[src/rtl/alu_issue_pkg.sv]
// Shared types and sizing for the ALU operand-issue / writeback sequencer.
package alu_issue_pkg;

  localparam int DATA_W = 8;
  localparam int F_W    = 4;
  localparam int NREG   = 4;
  localparam int RA_W   = $clog2(NREG);

  typedef enum logic [1:0] {
    IDLE,
    EXEC,
    WB
  } state_t;

  typedef struct packed {
    logic [F_W-1:0]    f;
    logic [RA_W-1:0]   rd;
    logic [RA_W-1:0]   rs1;
    logic [RA_W-1:0]   rs2;
    logic              use_imm;
    logic [DATA_W-1:0] imm;
  } instr_t;

  // B operand comes from the immediate field or the second register read port.
  function automatic logic [DATA_W-1:0] select_b(input instr_t instr,
                                                 input logic [DATA_W-1:0] rs2_val);
    return instr.use_imm ? instr.imm : rs2_val;
  endfunction

endpackage

[src/rtl/alu_issue_seq_if.sv]
// Bundle of the op handshake, host load port, ALU buses and writeback outputs.
interface alu_issue_seq_if;
  import alu_issue_pkg::*;

  logic              op_valid;
  logic              op_ready;
  logic [F_W-1:0]    op_f;
  logic [RA_W-1:0]   op_rd;
  logic [RA_W-1:0]   op_rs1;
  logic [RA_W-1:0]   op_rs2;
  logic              op_use_imm;
  logic [DATA_W-1:0] op_imm;

  logic              ld_en;
  logic [RA_W-1:0]   ld_addr;
  logic [DATA_W-1:0] ld_data;

  logic [DATA_W-1:0] A_bus;
  logic [DATA_W-1:0] B_bus;
  logic [F_W-1:0]    F;
  logic [DATA_W-1:0] C;
  logic              CF;
  logic              ZF;

  logic              res_valid;
  logic [RA_W-1:0]   res_rd;
  logic [DATA_W-1:0] res_data;
  logic              flag_cf;
  logic              flag_zf;

  // The master side is the host issuing ops together with the external ALU.
  modport master (
    output op_valid, op_f, op_rd, op_rs1, op_rs2, op_use_imm, op_imm,
    output ld_en, ld_addr, ld_data,
    output C, CF, ZF,
    input  op_ready, A_bus, B_bus, F,
    input  res_valid, res_rd, res_data, flag_cf, flag_zf
  );

  modport slave (
    input  op_valid, op_f, op_rd, op_rs1, op_rs2, op_use_imm, op_imm,
    input  ld_en, ld_addr, ld_data,
    input  C, CF, ZF,
    output op_ready, A_bus, B_bus, F,
    output res_valid, res_rd, res_data, flag_cf, flag_zf
  );

endinterface

[src/rtl/alu_regfile.sv]
// NREG x DATA_W register file: two async read ports, writeback and host write ports.
module alu_regfile
  import alu_issue_pkg::*;
(
  input  logic              clk,
  input  logic              rst_n,
  input  logic              wb_en,
  input  logic [RA_W-1:0]   wb_addr,
  input  logic [DATA_W-1:0] wb_data,
  input  logic              ld_en,
  input  logic [RA_W-1:0]   ld_addr,
  input  logic [DATA_W-1:0] ld_data,
  input  logic [RA_W-1:0]   rd_addr_a,
  output logic [DATA_W-1:0] rd_data_a,
  input  logic [RA_W-1:0]   rd_addr_b,
  output logic [DATA_W-1:0] rd_data_b
);

  logic [DATA_W-1:0] regs_q [NREG];

  // Writeback beats a host load to the same entry; distinct entries both update.
  always_ff @(posedge clk or negedge rst_n) begin
    if (!rst_n) begin
      for (int i = 0; i < NREG; i++) begin
        regs_q[i] <= '0;
      end
    end else begin
      for (int i = 0; i < NREG; i++) begin
        if (wb_en && (wb_addr == RA_W'(i))) begin
          regs_q[i] <= wb_data;
        end else if (ld_en && (ld_addr == RA_W'(i))) begin
          regs_q[i] <= ld_data;
        end
      end
    end
  end

  assign rd_data_a = regs_q[rd_addr_a];
  assign rd_data_b = regs_q[rd_addr_b];

endmodule

[src/rtl/alu_issue_seq.sv]
// Issue/writeback sequencer around an external combinational ALU:
// IDLE -> EXEC (drive ALU, capture result) -> WB (commit register and flags).
module alu_issue_seq
  import alu_issue_pkg::*;
(
  input  logic            clk,
  input  logic            rst_n,
  alu_issue_seq_if.slave  bus
);

  state_t            state_q;
  state_t            state_d;
  instr_t            instr_q;
  logic              op_ready_c;
  logic              accept;
  logic [DATA_W-1:0] rs1_val;
  logic [DATA_W-1:0] rs2_val;
  logic [DATA_W-1:0] res_c_q;
  logic              res_cf_q;
  logic              res_zf_q;
  logic              flag_cf_q;
  logic              flag_zf_q;
  logic              in_exec;
  logic              in_wb;

  always_ff @(posedge clk or negedge rst_n) begin
    if (!rst_n) begin
      state_q <= IDLE;
    end else begin
      state_q <= state_d;
    end
  end

  // op_ready depends only on state, so there is no op_valid -> op_ready path.
  always_comb begin
    state_d    = state_q;
    op_ready_c = 1'b1;
    unique case (state_q)
      IDLE: begin
        if (bus.op_valid) begin
          state_d = EXEC;
        end
      end
      EXEC: begin
        op_ready_c = 1'b0;
        state_d    = WB;
      end
      WB: begin
        state_d = bus.op_valid ? EXEC : IDLE;
      end
      default: begin
        state_d = IDLE;
      end
    endcase
  end

  assign accept  = bus.op_valid && op_ready_c;
  assign in_exec = (state_q == EXEC);
  assign in_wb   = (state_q == WB);

  always_ff @(posedge clk or negedge rst_n) begin
    if (!rst_n) begin
      instr_q <= '0;
    end else if (accept) begin
      instr_q.f       <= bus.op_f;
      instr_q.rd      <= bus.op_rd;
      instr_q.rs1     <= bus.op_rs1;
      instr_q.rs2     <= bus.op_rs2;
      instr_q.use_imm <= bus.op_use_imm;
      instr_q.imm     <= bus.op_imm;
    end
  end

  // ALU outputs are only meaningful while we are driving its inputs.
  always_ff @(posedge clk or negedge rst_n) begin
    if (!rst_n) begin
      res_c_q  <= '0;
      res_cf_q <= 1'b0;
      res_zf_q <= 1'b0;
    end else if (in_exec) begin
      res_c_q  <= bus.C;
      res_cf_q <= bus.CF;
      res_zf_q <= bus.ZF;
    end
  end

  always_ff @(posedge clk or negedge rst_n) begin
    if (!rst_n) begin
      flag_cf_q <= 1'b0;
      flag_zf_q <= 1'b0;
    end else if (in_wb) begin
      flag_cf_q <= res_cf_q;
      flag_zf_q <= res_zf_q;
    end
  end

  alu_regfile u_regfile (
    .clk       (clk),
    .rst_n     (rst_n),
    .wb_en     (in_wb),
    .wb_addr   (instr_q.rd),
    .wb_data   (res_c_q),
    .ld_en     (bus.ld_en),
    .ld_addr   (bus.ld_addr),
    .ld_data   (bus.ld_data),
    .rd_addr_a (instr_q.rs1),
    .rd_data_a (rs1_val),
    .rd_addr_b (instr_q.rs2),
    .rd_data_b (rs2_val)
  );

  // ALU buses are forced to zero outside EXEC so the ALU sees a quiet input.
  assign bus.A_bus     = in_exec ? rs1_val : '0;
  assign bus.B_bus     = in_exec ? select_b(instr_q, rs2_val) : '0;
  assign bus.F         = in_exec ? instr_q.f : '0;
  assign bus.op_ready  = op_ready_c;
  assign bus.res_valid = in_wb;
  assign bus.res_rd    = in_wb ? instr_q.rd : '0;
  assign bus.res_data  = in_wb ? res_c_q : '0;
  assign bus.flag_cf   = flag_cf_q;
  assign bus.flag_zf   = flag_zf_q;

endmodule
[src/flat_wrapper.sv]
// flat-port wrapper written by rule: the top's interface ports become plain ports
module alu_issue_seq_flat import alu_issue_pkg::*;
  (clk, rst_n, bus_op_valid, bus_op_f, bus_op_rd, bus_op_rs1, bus_op_rs2, bus_op_use_imm, bus_op_imm, bus_ld_en, bus_ld_addr, bus_ld_data, bus_C, bus_CF, bus_ZF, bus_op_ready, bus_A_bus, bus_B_bus, bus_F, bus_res_valid, bus_res_rd, bus_res_data, bus_flag_cf, bus_flag_zf);
  alu_issue_seq_if bus_i ();
  input  logic clk;
  input  logic rst_n;
  input wire logic [$bits(bus_i.op_valid)-1:0] bus_op_valid;
  input wire logic [$bits(bus_i.op_f)-1:0] bus_op_f;
  input wire logic [$bits(bus_i.op_rd)-1:0] bus_op_rd;
  input wire logic [$bits(bus_i.op_rs1)-1:0] bus_op_rs1;
  input wire logic [$bits(bus_i.op_rs2)-1:0] bus_op_rs2;
  input wire logic [$bits(bus_i.op_use_imm)-1:0] bus_op_use_imm;
  input wire logic [$bits(bus_i.op_imm)-1:0] bus_op_imm;
  input wire logic [$bits(bus_i.ld_en)-1:0] bus_ld_en;
  input wire logic [$bits(bus_i.ld_addr)-1:0] bus_ld_addr;
  input wire logic [$bits(bus_i.ld_data)-1:0] bus_ld_data;
  input wire logic [$bits(bus_i.C)-1:0] bus_C;
  input wire logic [$bits(bus_i.CF)-1:0] bus_CF;
  input wire logic [$bits(bus_i.ZF)-1:0] bus_ZF;
  output wire logic [$bits(bus_i.op_ready)-1:0] bus_op_ready;
  output wire logic [$bits(bus_i.A_bus)-1:0] bus_A_bus;
  output wire logic [$bits(bus_i.B_bus)-1:0] bus_B_bus;
  output wire logic [$bits(bus_i.F)-1:0] bus_F;
  output wire logic [$bits(bus_i.res_valid)-1:0] bus_res_valid;
  output wire logic [$bits(bus_i.res_rd)-1:0] bus_res_rd;
  output wire logic [$bits(bus_i.res_data)-1:0] bus_res_data;
  output wire logic [$bits(bus_i.flag_cf)-1:0] bus_flag_cf;
  output wire logic [$bits(bus_i.flag_zf)-1:0] bus_flag_zf;
  assign bus_i.op_valid = bus_op_valid;
  assign bus_i.op_f = bus_op_f;
  assign bus_i.op_rd = bus_op_rd;
  assign bus_i.op_rs1 = bus_op_rs1;
  assign bus_i.op_rs2 = bus_op_rs2;
  assign bus_i.op_use_imm = bus_op_use_imm;
  assign bus_i.op_imm = bus_op_imm;
  assign bus_i.ld_en = bus_ld_en;
  assign bus_i.ld_addr = bus_ld_addr;
  assign bus_i.ld_data = bus_ld_data;
  assign bus_i.C = bus_C;
  assign bus_i.CF = bus_CF;
  assign bus_i.ZF = bus_ZF;
  assign bus_op_ready = bus_i.op_ready;
  assign bus_A_bus = bus_i.A_bus;
  assign bus_B_bus = bus_i.B_bus;
  assign bus_F = bus_i.F;
  assign bus_res_valid = bus_i.res_valid;
  assign bus_res_rd = bus_i.res_rd;
  assign bus_res_data = bus_i.res_data;
  assign bus_flag_cf = bus_i.flag_cf;
  assign bus_flag_zf = bus_i.flag_zf;
  alu_issue_seq u_core (.clk(clk), .rst_n(rst_n), .bus(bus_i));
endmodule
[config.mk]
export PLATFORM = sky130hd
export DESIGN_NAME = alu_issue_seq_flat
export DESIGN_NICKNAME = d
export VERILOG_FILES = /design/src/rtl/alu_issue_pkg.sv /design/src/rtl/alu_issue_seq_if.sv /design/src/rtl/alu_regfile.sv /design/src/rtl/alu_issue_seq.sv /design/src/flat_wrapper.sv
export SDC_FILE = /design/constraint.sdc
export NUM_CORES = 1
export LEC_CHECK = 0
export ABC_CLOCK_PERIOD_IN_PS = 4300
export CORE_MARGIN = 1.5
export CORE_UTILIZATION = 45
export CTS_BUF_LIST = sky130_fd_sc_hd__clkbuf_4
export CTS_CLUSTER_DIAMETER = 150
export CTS_CLUSTER_SIZE = 24
export DETAILED_ROUTE_END_ITERATION = 6
export PLACE_DENSITY = 0.76
export SLEW_MARGIN = 20
export SYNTH_ARGS = -nofsm -noshare
export SYNTH_HDL_FRONTEND = slang
export SYNTH_HIERARCHICAL = 1
export SYNTH_SLANG_ARGS = --single-unit
export TNS_END_PERCENT = 30
[constraint.sdc]
create_clock -name clk -period 4.3 [get_ports clk]
set_input_delay 0.86 -clock clk [delete_from_list [all_inputs] [get_ports clk]]
set_output_delay 0.86 -clock clk [all_outputs]
set_load 0.02 [all_outputs]
==> results of run 1 <==
==> layout make-up <==
type                       count  area (um^2)  area share (%)
multi-input combinational    249         1765           40.16
sequential                    65         1627           37.01
timing repair buffer          78        770.7           17.53
tap                          102        127.6           2.903
clock buffer                  10        75.07           1.708
clock inverter                 5        23.77          0.5408
inverter                       1        6.256          0.1423
==> logic make-up after synthesis <==
kind of cell / count (synthesis) / synth area share (%)
AOI/OAI and AO/OA: 32 / 7.296
buffers and inverters: 24 / 4.442
DFF: 65 / 45.82
muxes: 45 / 20.13
and+or+nand+nor: 172 / 22.31
==> Yosys cell counts (2+ instances only) <==
| cell | count |
|---|---|
| clkbuf_1 | 3 |
| nand3b_1 | 4 |
| buf_1 | 2 |
| a31oi_1 | 24 |
| mux2_4 | 10 |
| or3b_1 | 2 |
| dfrtp_1 | 65 |
| mux2i_1 | 8 |
| buf_2 | 14 |
| nand3_1 | 2 |
| and2_1 | 22 |
| buf_6 | 2 |
| buf_12 | 2 |
| a31oi_2 | 7 |
| and3b_1 | 2 |
| mux4_2 | 16 |
| nand2_1 | 94 |
| mux2_2 | 11 |
| nor2_1 | 38 |
==> through the flow <==
step | setup WS (ps) | power [uW] | instance area (um^2) | hold WS [ps]
2_1_floorplan | 2134 | 1237 | 3550 | 418.3
3_3_place_gp | 1413 | 1427 | 4297 | 438.3
3_5_place_dp | 1397 | 1450 | 4297 | 454.9
4_1_cts | 928.9 | 1774 | 4395 | 475.0
5_1_grt | 825.2 | 1856 | 4395 | 507.5
6_report | 972.0 | 1761 | 4395 | 476.3
==> sequential cells by signal (all words and copies together) (netlist names) <==
name and cells:
u_core/bus.flag_cf 1, u_core/bus.flag_zf 1, u_core/instr_q 19, u_core/res_c_q 8
u_core/res_cf_q 1, u_core/res_zf_q 1, u_core/state_q 2, u_core/u_regfile/regs_q 32
==> report_power, final <==
group          leakage, uW  switching, uW  internal [uW]
Sequential        0.000779            142            745
Clock            0.0000548            206            116
Combinational      0.00107            230            322
Total              0.00190            578           1180
==> worst register-to-register path: stages (launching register included) <==
cell	delay, ps
dfrtp_1	410
and2b_1	500
or3b_1	760
nor2_1	270
a31oi_2	50
==> how the worst min path moves through the flow <==
stage / from / endpoint / slack, ps / cells past startpoint
3_3_place_gp: u_core/state_q[0] / u_core/state_q[0] / 440 / 1
2_1_floorplan: u_core/state_q[0] / u_core/state_q[0] / 420 / 1
6_report: u_core/state_q[0] / u_core/state_q[0] / 480 / 1
3_5_place_dp: u_core/state_q[0] / u_core/state_q[0] / 450 / 1
4_1_cts: u_core/state_q[0] / u_core/state_q[0] / 470 / 1
5_1_grt: u_core/state_q[0] / u_core/state_q[0] / 510 / 1
==> per-layer routing <==
| metal | GRT usage, % | vias to the layer above | wire [um] |
|---|---|---|---|
| met2 | 35.82 | 118 | 4347 |
| li1 | - | 1296 | - |
| met3 | 3.234 | 17 | 564 |
| met4 | 10.00 | 0 | 200 |
| met5 | 0 | - | 0 |
| met1 | 28.03 | 1361 | 3506 |
==> results.json, run 1 <==
{
  "outcome": "complete, no violations",
  "synthCells": 338,
  "path_max_fanout": 9,
  "clk_latency_ps": 400,
  "r2r_setup_slack_ps": 2160,
  "drt_pass1_iterations": 4,
  "synth_top_area_share_pct": 45.82,
  "final_common_cell": "nand2_1",
  "grt_util_all_layers_pct": 21.61,
  "path_delay_family": "multiplexers",
  "synth.net_count": 381,
  "reg2regPathDepth": 4,
  "synth_edf_count": 0,
  "maxSlewHeadroom_pct": 40.51,
  "fin_skew_ps": 13.91,
  "clockBufferDepth": 2,
  "cts_resized": 0,
  "clock.fmax_mhz": 300.5,
  "ant_nets": 0,
  "floorplan.initialDensity_pct": 46.18,
  "path_depth": 4,
  "ctsHtreeMaxLevel": 3,
  "synth_area_leaders": "dfrtp_1, mux4_2, nand2_1",
  "worstReg2RegEnd": "u_core/u_regfile/regs_q[24]",
  "antenna_found_initial": 0,
  "grt.overflow.total": 0,
  "postSynth.asyncResetShare_pct": 100.0,
  "avgSynthCellArea_um2": 10.50,
  "hpwl_um": 6050,
  "fp.dieW_um": 91.82,
  "ys_seq_area_share_pct": 45.82,
  "reg2reg_from": "u_core/state_q[0]",
  "drive_gt1_share_pct": 16.18,
  "cp_slowest_stage_delay_ps": 710,
  "grt_max_degree": 41,
  "postCtsSetupBuffers": 0,
  "setup_tns_ps": 0,
  "drv_slew": 0,
  "powerDensity_mw_per_mm2": 400.6,
  "ys_types": 29,
  "die-area_mm2": 0.008430,
  "worst-setup-path-type": "flip-flop to output port",
  "grt_pass1_vias": 2704,
  "path_buf_inv": 1,
  "rows": 32,
  "crit_start": "u_core/instr_q[9]",
  "ir_drop_mv": 0.1358,
  "vias": 2792,
  "antenna_cells": 0,
  "min_path_type": "flip-flop to flip-flop",
  "rsz0062_at_grt": "no",
  "endpoint_kind": "output port",
  "die_height_um": 91.82,
  "cts_made_buffers": 9,
  "critPathLaunchType": "flip-flop",
  "place_congestion": 0.8937,
  "path_cells": "mux4_2 > mux2i_1 > nor2_1 > clkdlybuf4s50_1",
  "utilization_pct": 57.18,
  "io_buffers": 76,
  "ctsRootBufferMaster": "clkbuf_4",
  "finalNonFillerCells": 510,
  "path_clk_slew_ps": 100,
  "final_hold_viol_count": 0,
  "maxCapViolCount": 0,
  "syn_to_final_growth_pct": 23.83,
  "tightest_slew_ps": 892.4,
  "drtIter0Drc": 198,
  "crit_path_end": "bus_B_bus[4]",
  "grt_first_pass_wirelength_um": 13680,
  "finalCritPeriodShare_pct": 77.39,
  "critPathArrivalTime_ps": 2470,
  "yosys_warnings": 6,
  "core_region_area_mm2": 0.007687,
  "n_fill_cell": 670,
  "finalCriticalPeriod_ps": 3328,
  "cts_tree": "done",
  "dominantRegCellSynth": "dfrtp_1",
  "drc_errors": 0,
  "yosysTopAreaCell": "dfrtp_1",
  "setup_viol": 0,
  "ios": 77,
  "cts_sinks": 65,
  "drt-vias-per-instance": 5.475,
  "power.leakage_uw": 0.001901,
  "post-place-cells": 495,
  "wirelength_um": 8619,
  "crit_path_top_delay_cell": "dfrtp_1",
  "ys_seq_elements": 65,
  "ctsHoldBuffers": 0,
  "netlist_area_mm2": 0.003550,
  "cp.required_ps": 3440,
  "final_cell_mix": "nand2_1, clkdlybuf4s50_1, dfrtp_1",
  "layout.nets": 447,
  "routedWlPerCell_um": 16.90
}
Power figures use the tool's default switching activity.
==> run 2: changes to the inputs <==
--- a/config.mk
+++ b/config.mk
@@ -5,14 +5,14 @@
 export SDC_FILE = /design/constraint.sdc
 export NUM_CORES = 1
 export LEC_CHECK = 0
-export ABC_CLOCK_PERIOD_IN_PS = 4300
+export ABC_CLOCK_PERIOD_IN_PS = 2900
 export CORE_MARGIN = 1.5
 export CORE_UTILIZATION = 45
 export CTS_BUF_LIST = sky130_fd_sc_hd__clkbuf_4
 export CTS_CLUSTER_DIAMETER = 150
 export CTS_CLUSTER_SIZE = 24
 export DETAILED_ROUTE_END_ITERATION = 6
-export PLACE_DENSITY = 0.76
+export PLACE_DENSITY = 0.79
 export SLEW_MARGIN = 20
 export SYNTH_ARGS = -nofsm -noshare
 export SYNTH_HDL_FRONTEND = slang
==> constraint.sdc (replaced) <==
create_clock -name clk -period 2.9 [get_ports clk]
set_input_delay 0.58 -clock clk [delete_from_list [all_inputs] [get_ports clk]]
set_output_delay 0.58 -clock clk [all_outputs]
set_load 0.02 [all_outputs]
==> run 2 against run 1 <==
Sequential share of layout area down 0.37 points. Worst hold slack worse by 280 ps. Sequential power increased by 49%. Clock skew rose by 1.6 ps. Clock-buffer cell count did not move. Critical path depth fell by 1. Power rose by 56%. First-iteration DRC count increased by 14%. Combinational power grew 49%. Final area increased by 1.3%. Flip-flop and latch count unchanged. Largest cell class unchanged. Highest routed layer unchanged.
==> results.json, run 2 (synthesized netlist as in run 1, its figures left out) <==
{
  "drv_slew": 0,
  "antenna_found_initial": 0,
  "antenna_cells": 0,
  "ios": 77,
  "ctsRootBufferMaster": "clkbuf_4",
  "maxCapViolCount": 0,
  "powerDensity_mw_per_mm2": 617.0,
  "crit_path_top_delay_cell": "dfrtp_4",
  "cts_sinks": 65,
  "power.leakage_uw": 0.001944,
  "post-place-cells": 496,
  "grt_max_degree": 32,
  "grt.overflow.total": 0,
  "die_height_um": 91.82,
  "core_region_area_mm2": 0.007687,
  "critPathArrivalTime_ps": 2210,
  "vias": 2795,
  "ctsHoldBuffers": 0,
  "drt_pass1_iterations": 6,
  "worstReg2RegEnd": "u_core/u_regfile/regs_q[31]",
  "path_max_fanout": 9,
  "clockBufferDepth": 2,
  "final_cell_mix": "nand2_1, clkdlybuf4s50_1, dfrtp_1",
  "cts_tree": "done",
  "power_uw": 2748,
  "path_clk_slew_ps": 110,
  "place_congestion": 0.8396,
  "wirelength_um": 8802,
  "rows": 32,
  "maxSlewHeadroom_pct": 41.98,
  "tightest_slew_ps": 870.3,
  "reg2regPathDepth": 4,
  "path_depth": 3,
  "largest_reg_flops": 32,
  "ctsHtreeMaxLevel": 3,
  "syn_to_final_growth_pct": 25.45,
  "routedWlPerCell_um": 17.12,
  "hpwl_um": 6176,
  "worst-setup-path-type": "flip-flop to output port",
  "grt_util_all_layers_pct": 22.36,
  "rsz0062_at_grt": "no",
  "io_buffers": 76,
  "grt_pass1_vias": 2809,
  "layout.nets": 450,
  "ant_nets": 0,
  "drt-vias-per-instance": 5.438,
  "min_path_type": "primary input to asynchronous set/reset pin",
  "holdWs_ps": 192.0,
  "finalNonFillerCells": 514,
  "reg2reg_from": "u_core/state_q[0]",
  "critPathLaunchType": "flip-flop",
  "setup_viol": 0,
  "drc_errors": 0,
  "path_buf_inv": 1,
  "path_delay_family": "flip-flops",
  "cts_made_buffers": 9,
  "die-area_mm2": 0.008430,
  "outcome": "complete, no violations",
  "path_cells": "mux4_2 > and2_1 > clkdlybuf4s50_1",
  "clock.fmax_mhz": 358.7,
  "grt_first_pass_wirelength_um": 14170,
  "drive_gt1_share_pct": 17.96,
  "top_register": "u_core/u_regfile/regs_q",
  "final_hold_viol_count": 0,
  "endpoint_kind": "output port",
  "floorplan.initialDensity_pct": 46.18,
  "drtIter0Drc": 226,
  "finalCritPeriodShare_pct": 96.12,
  "cp.required_ps": 2320,
  "final_common_cell": "nand2_1",
  "r2r_setup_slack_ps": 740,
  "clk_latency_ps": 420,
  "top_regs": "u_core/u_regfile/regs_q: 32 flops, u_core/instr_q: 19 flops, u_core/res_c_q: 8 flops",
  "ir_drop_mv": 0.2109,
  "finalCriticalPeriod_ps": 2788,
  "fin_skew_ps": 15.56,
  "cp_slowest_stage_delay_ps": 560,
  "fp.dieW_um": 91.82,
  "setup_tns_ps": 0
}
==> run 2: cell count changes in the layout (fill, tap and decap cells not counted) <==
cell,before,now
clkinv_2,1,2
dfrtp_4,0,1
bufinv_16,0,1
dfrtp_2,0,1
buf_4,2,5
dfrtp_1,65,63
dlygate4sd2_1,0,4
clkdlybuf4s50_1,75,71
clkinv_1,3,1
clkinvlp_4,1,2
==> run 2: power by group <==
group | leakage, uW | switching, uW | internal [uW] | total [uW]
Sequential | 0.000777 | 212 | 1110 | 1320
Clock | 0.0000698 | 338 | 266 | 604
Combinational | 0.00110 | 347 | 478 | 824
Total | 0.00194 | 896 | 1850 | 2750
==> run 2: worst max path at each step <==
stage / slack, ps / end / start
2_1_floorplan: 1010 / bus_B_bus[0] / u_core/instr_q[9]
3_3_place_gp: 300 / bus_B_bus[4] / u_core/instr_q[9]
3_5_place_dp: 290 / bus_B_bus[0] / u_core/instr_q[9]
4_1_cts: 10 / bus_B_bus[6] / u_core/instr_q[9]
5_1_grt: 20 / bus_B_bus[1] / u_core/state_q[1]
6_report: 110 / bus_A_bus[3] / u_core/instr_q[11]
==> run 2: worst register-to-register path: cells and delay by family, from the launching register on <==
family / cells / cell delay, ps
flip-flops: 1 / 410
AO/OA/AOI/OAI: 1 / 50
AND/OR/NAND/NOR: 3 / 1550
==> run 2: metrics by stage <==
stage	util, %	cell area, um^2	setup slack (ps)
after floorplan	-	3550	1014
after global placement	55.99	4304	295.6
after detailed placement	55.99	4304	287.2
after CTS	57.70	4436	11.52
after global routing	57.93	4453	24.20
final	57.93	4453	112.4
==> run 2: repair_timing <==
item,in CTS,in global routing
setup endpoints to repair,16,5
gates resized for setup,6,1
gates cloned,0,0
buffers inserted,0,2
==> run 2: layer usage <==
| layer | routed length, um | GRT usage [%] | up-vias |
|---|---|---|---|
| met5 | 0 | 0 | - |
| met4 | 239 | 9.615 | 0 |
| met3 | 606 | 4.726 | 21 |
| met2 | 4491 | 37.31 | 121 |
| met1 | 3464 | 28.14 | 1357 |
| li1 | - | - | 1296 |
==> run 2: layout make-up <==
| type | instances | area [um^2] |
|---|---|---|
| multi-input combinational | 249 | 1765 |
| inverter | 1 | 6.256 |
| fill | 679 | 3234 |
| timing repair buffer | 81 | 788.3 |
| tap | 102 | 127.6 |
| sequential | 65 | 1632 |
| clock inverter | 6 | 58.81 |
| clock buffer | 10 | 75.07 |
